--- src/rtl/row_accumulator.sv ---
// Sparse-row accumulator: pops a row length from the row FIFO, sums that many
// signed products, then presents the row sum with its row index.
// Optional build macro ROW_ACC_SATURATE_EN clamps each addition to the signed range.
module row_accumulator #(
    parameter int DATA_WIDTH = 32,
    parameter int LEN_WIDTH  = 16,
    parameter int ROW_WIDTH  = 16
) (
    input  logic                  clk,
    input  logic                  reset,
    input  logic                  fifo_empty,
    input  logic [DATA_WIDTH-1:0] fifo_data,
    output logic                  fifo_rd_en,
    input  logic                  prod_valid,
    input  logic [DATA_WIDTH-1:0] prod_data,
    output logic                  prod_ready,
    output logic                  y_valid,
    output logic [DATA_WIDTH-1:0] y_data,
    output logic [ROW_WIDTH-1:0]  y_row,
    input  logic                  y_ready,
    output logic                  busy
);

    typedef enum logic [1:0] {
        IDLE  = 2'd0,
        ACCUM = 2'd1,
        EMIT  = 2'd2
    } state_t;

    state_t                state_reg, state_next;
    logic [DATA_WIDTH-1:0] sum_reg, sum_next;
    logic [LEN_WIDTH-1:0]  remaining_reg, remaining_next;
    logic [ROW_WIDTH-1:0]  row_reg, row_next;
    logic [DATA_WIDTH-1:0] add_result;
    logic [LEN_WIDTH-1:0]  fifo_len;

    assign fifo_len = fifo_data[LEN_WIDTH-1:0];

`ifdef ROW_ACC_SATURATE_EN
    localparam logic [DATA_WIDTH-1:0] SUM_MAX = {1'b0, {(DATA_WIDTH-1){1'b1}}};
    localparam logic [DATA_WIDTH-1:0] SUM_MIN = {1'b1, {(DATA_WIDTH-1){1'b0}}};

    logic [DATA_WIDTH:0] wide_sum;

    // One extra sign bit exposes overflow: the top two bits differ only when
    // the true result left the signed range.
    always_comb begin
        wide_sum   = {sum_reg[DATA_WIDTH-1], sum_reg} + {prod_data[DATA_WIDTH-1], prod_data};
        add_result = wide_sum[DATA_WIDTH-1:0];
        if (wide_sum[DATA_WIDTH] != wide_sum[DATA_WIDTH-1]) begin
            add_result = wide_sum[DATA_WIDTH] ? SUM_MIN : SUM_MAX;
        end
    end
`else
    assign add_result = sum_reg + prod_data;
`endif

    always_ff @(posedge clk) begin
        if (reset) begin
            state_reg     <= IDLE;
            sum_reg       <= '0;
            remaining_reg <= '0;
            row_reg       <= '0;
        end else begin
            state_reg     <= state_next;
            sum_reg       <= sum_next;
            remaining_reg <= remaining_next;
            row_reg       <= row_next;
        end
    end

    always_comb begin
        state_next     = state_reg;
        sum_next       = sum_reg;
        remaining_next = remaining_reg;
        row_next       = row_reg;
        fifo_rd_en     = 1'b0;
        prod_ready     = 1'b0;
        y_valid        = 1'b0;

        case (state_reg)
            IDLE: begin
                fifo_rd_en = !fifo_empty;
                if (!fifo_empty) begin
                    remaining_next = fifo_len;
                    sum_next       = '0;
                    state_next     = (fifo_len == '0) ? EMIT : ACCUM;
                end
            end
            ACCUM: begin
                prod_ready = 1'b1;
                if (prod_valid) begin
                    sum_next       = add_result;
                    remaining_next = remaining_reg - LEN_WIDTH'(1);
                    if (remaining_reg == LEN_WIDTH'(1)) begin
                        state_next = EMIT;
                    end
                end
            end
            EMIT: begin
                y_valid = 1'b1;
                if (y_ready) begin
                    row_next   = row_reg + ROW_WIDTH'(1);
                    state_next = IDLE;
                end
            end
            default: begin
                state_next = IDLE;
            end
        endcase

        // A reset cycle must not look like a pop, a transfer or a result.
        if (reset) begin
            fifo_rd_en = 1'b0;
            prod_ready = 1'b0;
            y_valid    = 1'b0;
        end
    end

    assign y_data = sum_reg;
    assign y_row  = row_reg;
    assign busy   = (state_reg != IDLE);

endmodule

--- config.mk ---
export PLATFORM = sky130hd
export DESIGN_NAME = row_accumulator
export DESIGN_NICKNAME = d
export VERILOG_FILES = /design/src/rtl/row_accumulator.sv
export SDC_FILE = /design/constraint.sdc
export NUM_CORES = 1
export LEC_CHECK = 0
export BUFFER_PORTS_ARGS = -buffer_cell sky130_fd_sc_hd__buf_2
export CORE_ASPECT_RATIO = 0.8
export CORE_MARGIN = 2
export CORE_UTILIZATION = 45
export CTS_BUF_LIST = sky130_fd_sc_hd__clkbuf_4
export DETAILED_ROUTE_END_ITERATION = 7
export MAX_ROUTING_LAYER = met4
export PLACE_DENSITY = 0.7
export REMOVE_ABC_BUFFERS = 1
export SYNTH_ARGS = -nofsm -noshare
export SYNTH_HDL_FRONTEND = slang
export SYNTH_SLANG_ARGS = --single-unit
export TNS_END_PERCENT = 30
--- constraint.sdc ---
create_clock -name clk -period 7.08 [get_ports clk]
set_input_delay 0.708 -clock clk [delete_from_list [all_inputs] [get_ports clk]]
set_output_delay 0.708 -clock clk [all_outputs]
set_load 0.1 [all_outputs]
==> results.yml <==
yosys:
  dominantRegCellSynth: "dfxtp_1"
  synth.distinct_cells: 72
  syn_inst: 558
  yosys.area.top_type: "dfxtp_1"
  synth.most_common_cell: "dfxtp_1"
  synth-edff-count: 0
  ys_ff_latch: 66
  netlist_area_um2: 4557
  synth_common_cells: "66 x dfxtp_1, 56 x nor2_1, 52 x a21oi_1, 45 x nand2_1, 34 x ha_1"
  ys_warn_count: 0
  syn_area_per_cell_um2: 8.166
  ys_top_cells_by_area: "dfxtp_1 29%, ha_1 9.3%, a21oi_1 5.7%"
  yosysTopAreaCellShare_pct: 29.00
  seq_area_frac_synth_pct: 29.00
  async_reset_ff_share_pct: 0
floorplanning:
  num_rows: 32
  die_y_um: 94.01
  initial_core_util_pct: 46.84
  core_um2: 9729
  ios: 121
  die_x_um: 116.5
  die_area_um2: 10950
finish:
  fin_area_um2: 5315
  final_core_util_pct: 54.63
  layout-drive-gt1-share_pct: 22.70
  syn2layout_area_growth_pct: 16.64
  largest_reg_flops: 32
  final_nets: 751
  antenna_cells: 0
setup_path:
  cp_cell_sequence: "nand2b_1 -> nor2_1 -> buf_2"
  critPathLaunchType: "flip-flop"
  worstPathArrival_ns: 2.46
  path_max_fanout: 33
  cp.required_ns: 6.37
  crit_path_end_kind: "output pin"
  critPathSlowestCell: "dfxtp_1"
  slowest_delay_ns: 1.00
  critPathKind: "flip-flop to output pin"
global_route:
  grt.total_usage_pct: 22.83
  grt_pass1_vias: 4194
  antenna_found_initial: 0
  grt.busiest_layer: "met2"
  grt_start_max_net_pins: 57
  grt-ovfl-total: 0
  grt_pass1_wl_mm: 19.46
  grtUsageMet1_pct: 30.23
  use_met2_pct: 34.69
  grtUsageMet3_pct: 5.161
sta:
  fin_crit_ns: 3.166
  setup_slack_ns: 3.914
  maxSlewViolCount: 0
  finalSetupTns_ns: 0
  setup_viol: 0
  relSlewSlack_pct: 22.45
  min_period_over_period_pct: 44.72
  clock_skew_ns: 0.01068
  hold_viol: 0
  fmax_mhz: 315.8
  rsz0062_at_grt: "false"
  worst_slew_pin_slew_ns: 1.159
detailed_routing:
  ant_nets: 0
  route.vias.total: 4500
  dr.pass1.iters: 5
  wl_per_cell_um: 14.91
  drt_iter0_drc: 310
  via_per_inst: 5.711
  drcViolationCount: 0
  finalWirelength_mm: 11.75
clock_tree:
  clkSinkCount: 66
  cts_max_level: 3
  path_clk_slew_ns: 0.12
  cts_hold_buf: 0
  clk-insertion-delay-late_ns: 0.45
  cts_root_buf: "clkbuf_4"
  cts_buffer_depth: 2
  cts_tree: "built"
  numCtsBuffers: 9
  cts_resized: 0
  postCtsSetupBuffers: 0
pwr:
  p_per_area_nw_per_um2: 219.1
  p_total_mw: 1.164
  peakVddDrop_mv: 0.1058
  leakage_nw: 2.366
placed_design:
  place_area_um2: 5124
  gp_congestion: 0.8729
  post-place-ws_ns: 3.758
  dp_hpwl_mm: 8.553
  port_buffers: 104
run_status:
  status: "finished, final reports clean"
flow_run:
  cap_violations: 0
min_path:
  hold_class: "flip-flop to flip-flop"
-- critical path: cells and delay by family, from the launching register on --
family	cells	cell delay (ns)
buffers and inverters	1	0.44
DFF	1	1.00
and+or+nand+nor	2	0.56
-- final timing paths --
kind                            cells past startpoint    endpoint  slack, ns         start
worst max register to register                     12  y_data[30]       4.21     y_data[0]
worst max-delay path                                3  prod_ready       3.91  state_reg[0]
worst min-delay path                                2   y_data[2]       0.49     y_data[2]
worst min register to register                      2   y_data[2]       0.49     y_data[2]
-- layer usage --
metal,vias up,wire length (µm)
li1,2239,-
met1,2109,5742
met2,133,5182
met3,19,639
met4,0,189
met5,-,0
-- cells by family after synthesis --
| logic type | Yosys count | synth area share [%] |
|---|---|---|
| AO/OA/AOI/OAI | 183 | 28.31 |
| AND/OR/NAND/NOR | 181 | 19.55 |
| flip-flops | 66 | 29.00 |
| buffers and inverters | 49 | 4.860 |
| XOR/XNOR | 42 | 8.072 |
| adder cells (fa/ha/maj) | 35 | 9.775 |
| multiplexers | 2 | 0.4393 |
-- layout by cell type (no fill, tap or decap), drive strengths merged, types with 3 or more instances in the layout --
cell	instances
a211oi	10
a21o	10
a21oi	55
a22o	11
a22oi	15
a311oi	3
a31oi	5
and2	4
and3	9
buf	107
bufinv	3
clkbuf	9
dfxtp	66
ha	34
inv	23
nand2	45
nand2b	3
nand3	15
nand4	10
nor2	56
nor2b	4
nor3	8
nor4	7
o2111ai	5
o211ai	6
o21ai	30
o221ai	5
o22ai	6
o31ai	3
or2	3
or3	10
xnor2	18
xor2	24
-- where the power goes --
part | leakage (nW) | switching [mW] | total [mW] | internal (mW)
Combinational | 1.73 | 0.268 | 0.392 | 0.124
Sequential | 0.537 | 0.0339 | 0.432 | 0.398
Clock | 0.0975 | 0.158 | 0.340 | 0.182
-- cell type report --
type                       instances  area [µm²]
clock buffer                       9       67.56
clock inverter                     7       123.9
fill                             949        4414
inverter                          20       75.07
multi-input combinational        443        3014
sequential                        66        1321
tap                              136       170.2
timing repair buffer             107       543.0
-- stage by stage --
stage	hold WS (ns)	instances
6_report	0.4875	788
4_1_cts	0.4879	788
2_1_floorplan	0.4453	529
5_1_grt	0.5270	788
3_3_place_gp	0.4562	772
3_5_place_dp	0.4716	772
Note: power is estimated with default switching activity, not from simulation.
